[src/rtl/if_stage1_if.sv]
// rtl/if_stage1_if.sv - fetch-stage control, instruction-memory and downstream PC signals
interface if_stage1_if #(
    parameter int DATA_WIDTH = 32
);
    logic                  stall_i;
    logic                  redirect_valid_i;
    logic [DATA_WIDTH-1:0] redirect_pc_i;
    logic                  imem_req_o;
    logic [DATA_WIDTH-1:0] imem_addr_o;
    logic                  imem_gnt_i;
    logic [DATA_WIDTH-1:0] pc_o;
    logic [DATA_WIDTH-1:0] pc_plus4_o;
    logic                  valid_o;
    logic                  fetch_fault_o;

    modport master (
        input  stall_i, redirect_valid_i, redirect_pc_i, imem_gnt_i,
        output imem_req_o, imem_addr_o, pc_o, pc_plus4_o, valid_o, fetch_fault_o
    );

    modport slave (
        output stall_i, redirect_valid_i, redirect_pc_i, imem_gnt_i,
        input  imem_req_o, imem_addr_o, pc_o, pc_plus4_o, valid_o, fetch_fault_o
    );
endinterface

[src/rtl/if_stage1.sv]
// rtl/if_stage1.sv - first fetch stage: PC sequencing, imem request, redirect and misalignment fault
module if_stage1 #(
    parameter int                    DATA_WIDTH   = 32,
    parameter logic [DATA_WIDTH-1:0] RESET_VECTOR = '0
) (
    input  logic        clk,
    input  logic        rst,
    if_stage1_if.master bus
);
    typedef enum logic [1:0] {
        BOOT  = 2'd0,
        FETCH = 2'd1,
        FAULT = 2'd2
    } state_t;

    state_t                state;
    logic [DATA_WIDTH-1:0] pc_q;
    logic [DATA_WIDTH-1:0] pc_next4;
    logic                  redirect_misaligned;

    assign pc_next4            = pc_q + DATA_WIDTH'(4);
    assign redirect_misaligned = |bus.redirect_pc_i[1:0];

    assign bus.imem_addr_o = pc_q;
    assign bus.imem_req_o  = (state == FETCH) && !bus.redirect_valid_i && !bus.stall_i;

    always_ff @(posedge clk) begin
        if (rst) begin
            state             <= BOOT;
            pc_q              <= RESET_VECTOR;
            bus.pc_o          <= '0;
            bus.pc_plus4_o    <= '0;
            bus.valid_o       <= 1'b0;
            bus.fetch_fault_o <= 1'b0;
        end else begin
            case (state)
                BOOT, FETCH: begin
                    if (bus.redirect_valid_i) begin
                        // Redirect wins over stall and grant; a granted fetch this cycle is dropped.
                        pc_q        <= bus.redirect_pc_i;
                        bus.valid_o <= 1'b0;
                        if (redirect_misaligned) begin
                            bus.fetch_fault_o <= 1'b1;
                            state             <= FAULT;
                        end else begin
                            state <= FETCH;
                        end
                    end else if (state == BOOT) begin
                        bus.valid_o <= 1'b0;
                        state       <= FETCH;
                    end else if (bus.stall_i) begin
                        state <= FETCH;
                    end else if (bus.imem_gnt_i) begin
                        bus.pc_o       <= pc_q;
                        bus.pc_plus4_o <= pc_next4;
                        bus.valid_o    <= 1'b1;
                        pc_q           <= pc_next4;
                    end else begin
                        bus.valid_o <= 1'b0;
                    end
                end
                FAULT: begin
                    bus.valid_o       <= 1'b0;
                    bus.fetch_fault_o <= 1'b1;
                    if (bus.redirect_valid_i) begin
                        pc_q <= bus.redirect_pc_i;
                        if (!redirect_misaligned) begin
                            bus.fetch_fault_o <= 1'b0;
                            state             <= FETCH;
                        end
                    end
                end
                default: begin
                    state       <= BOOT;
                    bus.valid_o <= 1'b0;
                end
            endcase
        end
    end
endmodule
[src/flat_wrapper.sv]
// flat-port wrapper written by rule: the top's interface ports become plain ports
module if_stage1_flat 
#(
    parameter int                    DATA_WIDTH   = 32,
    parameter logic [DATA_WIDTH-1:0] RESET_VECTOR = '0
)
  (clk, rst, bus_stall_i, bus_redirect_valid_i, bus_redirect_pc_i, bus_imem_gnt_i, bus_imem_req_o, bus_imem_addr_o, bus_pc_o, bus_pc_plus4_o, bus_valid_o, bus_fetch_fault_o);
  if_stage1_if #(.DATA_WIDTH(DATA_WIDTH)) bus_i ();
  input  logic clk;
  input  logic rst;
  input wire logic [$bits(bus_i.stall_i)-1:0] bus_stall_i;
  input wire logic [$bits(bus_i.redirect_valid_i)-1:0] bus_redirect_valid_i;
  input wire logic [$bits(bus_i.redirect_pc_i)-1:0] bus_redirect_pc_i;
  input wire logic [$bits(bus_i.imem_gnt_i)-1:0] bus_imem_gnt_i;
  output wire logic [$bits(bus_i.imem_req_o)-1:0] bus_imem_req_o;
  output wire logic [$bits(bus_i.imem_addr_o)-1:0] bus_imem_addr_o;
  output wire logic [$bits(bus_i.pc_o)-1:0] bus_pc_o;
  output wire logic [$bits(bus_i.pc_plus4_o)-1:0] bus_pc_plus4_o;
  output wire logic [$bits(bus_i.valid_o)-1:0] bus_valid_o;
  output wire logic [$bits(bus_i.fetch_fault_o)-1:0] bus_fetch_fault_o;
  assign bus_i.stall_i = bus_stall_i;
  assign bus_i.redirect_valid_i = bus_redirect_valid_i;
  assign bus_i.redirect_pc_i = bus_redirect_pc_i;
  assign bus_i.imem_gnt_i = bus_imem_gnt_i;
  assign bus_imem_req_o = bus_i.imem_req_o;
  assign bus_imem_addr_o = bus_i.imem_addr_o;
  assign bus_pc_o = bus_i.pc_o;
  assign bus_pc_plus4_o = bus_i.pc_plus4_o;
  assign bus_valid_o = bus_i.valid_o;
  assign bus_fetch_fault_o = bus_i.fetch_fault_o;
  if_stage1 #(.DATA_WIDTH(DATA_WIDTH), .RESET_VECTOR(RESET_VECTOR)) u_core (.clk(clk), .rst(rst), .bus(bus_i));
endmodule
[config.mk]
export PLATFORM = sky130hd
export DESIGN_NAME = if_stage1_flat
export DESIGN_NICKNAME = d
export VERILOG_FILES = /design/src/rtl/if_stage1_if.sv /design/src/rtl/if_stage1.sv /design/src/flat_wrapper.sv
export SDC_FILE = /design/constraint.sdc
export NUM_CORES = 1
export LEC_CHECK = 0
export CORE_ASPECT_RATIO = 1.25
export CORE_MARGIN = 2
export CORE_UTILIZATION = 48
export CTS_BUF_LIST = sky130_fd_sc_hd__clkbuf_16
export CTS_CLUSTER_SIZE = 12
export DETAILED_ROUTE_END_ITERATION = 6
export HOLD_SLACK_MARGIN = 0.06
export PLACE_DENSITY = 0.81
export SLEW_MARGIN = 20
export SYNTH_ARGS = -nofsm -noshare
export SYNTH_HDL_FRONTEND = slang
export SYNTH_SLANG_ARGS = --single-unit
[constraint.sdc]
create_clock -name clk -period 2.65 [get_ports clk]
set_input_delay 0.53 -clock clk [delete_from_list [all_inputs] [get_ports clk]]
set_output_delay 0.53 -clock clk [all_outputs]
set_load 0.01 [all_outputs]
==> impl_metrics.prom <==
# TYPE chip_impl_metric gauge
chip_impl_info{name="outcome",value="finished clean"} 1
chip_impl_metric{name="switching_share",unit="%"} 26.2
chip_impl_metric{name="yosys.area_share.simple",unit="%"} 25.7
chip_impl_metric{name="worstPathArrival",unit="ns"} 2.53
chip_impl_metric{name="synth_seq_area_share",unit="%"} 41.7
chip_impl_metric{name="leakage",unit="uW"} 0.00220
chip_impl_metric{name="post_cts_buffers",unit=""} 0
chip_impl_metric{name="layout_worst_path_cycle_share",unit="%"} 86.6
chip_impl_metric{name="finClkSkew",unit="ns"} 0.00587
chip_impl_metric{name="detail-route-antenna-nets",unit=""} 0
chip_impl_metric{name="dpl_cell_area",unit="sq mm"} 0.00631
chip_impl_metric{name="timing.max_cap.violations",unit=""} 0
chip_impl_metric{name="critical-path-max-stage-delay",unit="ns"} 0.46
chip_impl_metric{name="grt_antenna_before_repair",unit=""} 0
chip_impl_info{name="ys_top_cells_by_area",value="dfxtp_1, nand2_1, a21oi_1, nor2_1, a211oi_1"} 1
chip_impl_info{name="clock_tree_from_tritoncts",value="built"} 1
chip_impl_metric{name="regToRegSetupSlack",unit="ns"} 0.35
chip_impl_metric{name="globalRoute.totalOverflow",unit=""} 0
chip_impl_metric{name="critical_path_required",unit="ns"} 2.89
chip_impl_metric{name="crit_fanout",unit=""} 7
chip_impl_metric{name="non_filler_cell_area_final",unit="sq mm"} 0.00660
chip_impl_metric{name="final_net_count",unit=""} 762
chip_impl_metric{name="synthesis.area",unit="sq mm"} 0.00471
chip_impl_metric{name="post_route_cells_drive_above_1_share",unit="%"} 10.2
chip_impl_metric{name="ys_seq_elements",unit=""} 98
chip_impl_metric{name="num_io_pins",unit=""} 136
chip_impl_metric{name="die_h",unit="um"} 115
chip_impl_metric{name="postRouteWirelength",unit="mm"} 14.6
chip_impl_info{name="path_cells",value="ha_1, nand3_2, or3_1, or3_1, or3_1, and3_1"} 1
chip_impl_metric{name="cts_hold_buffers",unit=""} 0
chip_impl_metric{name="total_switching_power",unit="uW"} 886
chip_impl_info{name="main_combinational_cell_family_by_area_after_synthesis",value="simple AND/OR/NAND/NOR gates"} 1
chip_impl_metric{name="synthAdderAreaFrac",unit="%"} 0.266
chip_impl_metric{name="power.density",unit="mW/mm^2"} 513
chip_impl_metric{name="ir_worst_vdd",unit="V"} 0.000328
chip_impl_metric{name="cts_buffers",unit=""} 9
chip_impl_metric{name="max_freq",unit="GHz"} 0.436
chip_impl_metric{name="drtIter0Drc",unit=""} 338
chip_impl_metric{name="share_comb_of_total_power",unit="%"} 15.2
chip_impl_metric{name="antenna_cells_inserted",unit=""} 0
chip_impl_metric{name="die_w",unit="um"} 92.6
chip_impl_metric{name="yosys_warnings",unit=""} 0
chip_impl_metric{name="drt_drc_violations_left",unit=""} 0
chip_impl_metric{name="wire_per_inst",unit="um"} 17.1
chip_impl_metric{name="design.die.area",unit="sq mm"} 0.0106
chip_impl_metric{name="grt_usage",unit="%"} 27.4
chip_impl_metric{name="std_cell_rows",unit=""} 40
chip_impl_info{name="cts_root_buf",value="clkbuf_16"} 1
chip_impl_metric{name="dp_hpwl",unit="mm"} 10.4
chip_impl_metric{name="synthXorXnorAreaFrac",unit="%"} 4.65
chip_impl_info{name="cp_slowest_cell",value="dfxtp_1"} 1
chip_impl_metric{name="synthMuxAreaShare",unit="%"} 1.12
chip_impl_metric{name="io_buffers",unit=""} 135
chip_impl_metric{name="clock_path_buffers",unit=""} 2
chip_impl_metric{name="post_synth.cell_area_avg",unit="sq um"} 7.90
chip_impl_metric{name="power_frac_seq",unit="%"} 46.8
chip_impl_metric{name="start_util",unit="%"} 49.2
chip_impl_metric{name="drv_slew",unit=""} 0
chip_impl_metric{name="p_clk_share",unit="%"} 38.0
chip_impl_metric{name="placeableCoreArea",unit="sq mm"} 0.00956
chip_impl_metric{name="first_global_vias",unit=""} 4679
chip_impl_metric{name="grt_start_max_net_pins",unit=""} 60
chip_impl_metric{name="worst_slew_pin_slew",unit="ns"} 0.787
chip_impl_metric{name="vias",unit=""} 4918
chip_impl_metric{name="synthesis.nets",unit=""} 634
chip_impl_info{name="rsz_0062_raised_after_global_routing",value="no"} 1
chip_impl_info{name="setup.worst_path.end_class",value="flip-flop"} 1
chip_impl_info{name="synth_top_area_cell",value="dfxtp_1"} 1
chip_impl_metric{name="synth-async-reset-ratio",unit="%"} 0
chip_impl_metric{name="hold_viol_final",unit=""} 0
chip_impl_metric{name="timing.final.setup_violations",unit=""} 0
chip_impl_info{name="synth-main-ff-cell",value="dfxtp_1"} 1
chip_impl_metric{name="p_total",unit="uW"} 3380
chip_impl_metric{name="totalNegativeSetupSlack",unit="ns"} 0
chip_impl_metric{name="worst_slew_margin_rel",unit="%"} 47.3
chip_impl_metric{name="netlist.area_leader.share",unit="%"} 41.7
chip_impl_info{name="crit_path_frequent_cell",value="or3_1"} 1
chip_impl_metric{name="drt-pass1-iter-count",unit=""} 5
chip_impl_metric{name="clkLatencyLatePin",unit="ns"} 0.34
chip_impl_metric{name="final_util",unit="%"} 69.0
chip_impl_metric{name="syn2layout_area_growth",unit="%"} 40.2
chip_impl_info{name="path_class",value="reg2reg"} 1
chip_impl_metric{name="detail_route.vias_per_cell",unit=""} 5.75
chip_impl_metric{name="synthCells",unit=""} 596
chip_impl_metric{name="clk_transition_reported_paths",unit="ns"} 0.07
chip_impl_metric{name="grt_first_pass_wirelength",unit="mm"} 23.2
chip_impl_info{name="hp-class",value="reg2reg"} 1
chip_impl_metric{name="finalWorstPathRequiredPeriod",unit="ns"} 2.30
chip_impl_metric{name="clkSinkCount",unit=""} 98
chip_impl_metric{name="p_int",unit="uW"} 2500
chip_impl_metric{name="cts_max_level",unit=""} 3
chip_impl_metric{name="synth_cell_types",unit=""} 59
chip_impl_info{name="yosysMostFrequentCell",value="nand2_1"} 1
chip_impl_info{name="yosys-top-cells-count",value="nand2_1, dfxtp_1, nor2_1"} 1
chip_impl_info{name="kind_of_start_point_of_the_critical_path",value="flip-flop"} 1
chip_impl_metric{name="number_of_enable_type_register_cells_in_the_synthesized_netlist",unit=""} 0
chip_impl_metric{name="synth_compound_gate_area_share",unit="%"} 20.6
chip_impl_metric{name="routability_congestion",unit=""} 0.894
-- layout by cell type (no fill, tap or decap), drive strengths merged, types with 4 or more instances in the layout --
master and count:
clkdlybuf4s50 133, nand2 99, dfxtp 98, nor2 60, a21oi 55, buf 41, a211oi 26, o21ai 22
xnor2 16, nand3 16, nand4 11, or3 11, nor4 10, xor2 9, a22oi 9, clkbuf 9
nor3 8, and3 8, a31oi 7, inv 6, o31ai 6, and2 5, clkinv 5, nand2b 4
or2 4
-- critical path, delay by kind of cell (launching register included) --
family	cells	cell delay [ns]
simple gates	5	1.44
flops	1	0.46
fa+ha+maj	1	0.28
-- state kept, by name, summed over array words and instances, names as in the netlist --
register	count
u_core.bus.fetch_fault_o	1
u_core.bus.imem_addr_o	32
u_core.bus.pc_o	30
u_core.bus.pc_plus4_o	32
u_core.bus.valid_o	1
u_core.state	2
-- metrics by stage --
| step | setup WS (ns) | cells | hold slack [ns] |
|---|---|---|---|
| floorplan | 0.403 | 596 | 0.445 |
| CTS | 0.0155 | 855 | 0.455 |
| finish | 0.354 | 855 | 0.453 |
| detailed placement | 0.0338 | 839 | 0.446 |
| global placement | 0.0509 | 839 | 0.441 |
| global route | 0.185 | 855 | 0.477 |
-- repair_timing --
action,CTS,global route
gates resized for setup,0,1
endpoints found under the setup margin,0,1
endpoints found under the hold margin,0,0
-- power by group through the flow --
stage | Clock (uW) | Combinational [uW] | Sequential [uW]
2_1_floorplan | 0 | 244 | 1620
3_3_place_gp | 0 | 497 | 1610
6_report | 1280 | 513 | 1580
3_5_place_dp | 0 | 507 | 1620
5_1_grt | 1360 | 552 | 1590
4_1_cts | 1290 | 510 | 1580
-- metal layers --
metal	vias to the layer above	part of all wire, %	track usage (%)
li1	2350	-	-
met5	-	0	0
met1	2321	41	34.4
met2	216	51	48.0
met4	0	2.3	11.2
met3	31	5.6	2.90
-- layout make-up --
class | instances | area, sq um
clock buffers | 9 | 225
clock inverters | 7 | 60.1
fillers | 801 | 2960
inverters | 6 | 22.5
multi-input cells | 434 | 2480
flip-flops and latches | 98 | 1960
well taps | 126 | 158
repair buffers | 175 | 1690
-- kinds of logic after synthesis --
kind of cell	count (synthesis)
adder cells (fa/ha/maj)	1
AO/OA/AOI/OAI	153
buffers and inverters	64
AND/OR/NAND/NOR	250
flip-flops	98
multiplexers	5
XOR/XNOR	25
-- path summary, 6_finish.rpt --
| kind | end | from | depth (start not counted) |
|---|---|---|---|
| max | u_core.bus.pc_plus4_o[18] | u_core.bus.imem_addr_o[2] | 6 |
| min | u_core.bus.pc_plus4_o[3] | u_core.bus.pc_plus4_o[3] | 2 |
| max reg2reg | u_core.bus.pc_plus4_o[18] | u_core.bus.imem_addr_o[2] | 6 |
| min reg2reg | u_core.bus.pc_plus4_o[3] | u_core.bus.pc_plus4_o[3] | 2 |
No activity file was read; power rests on OpenSTA's default activity.
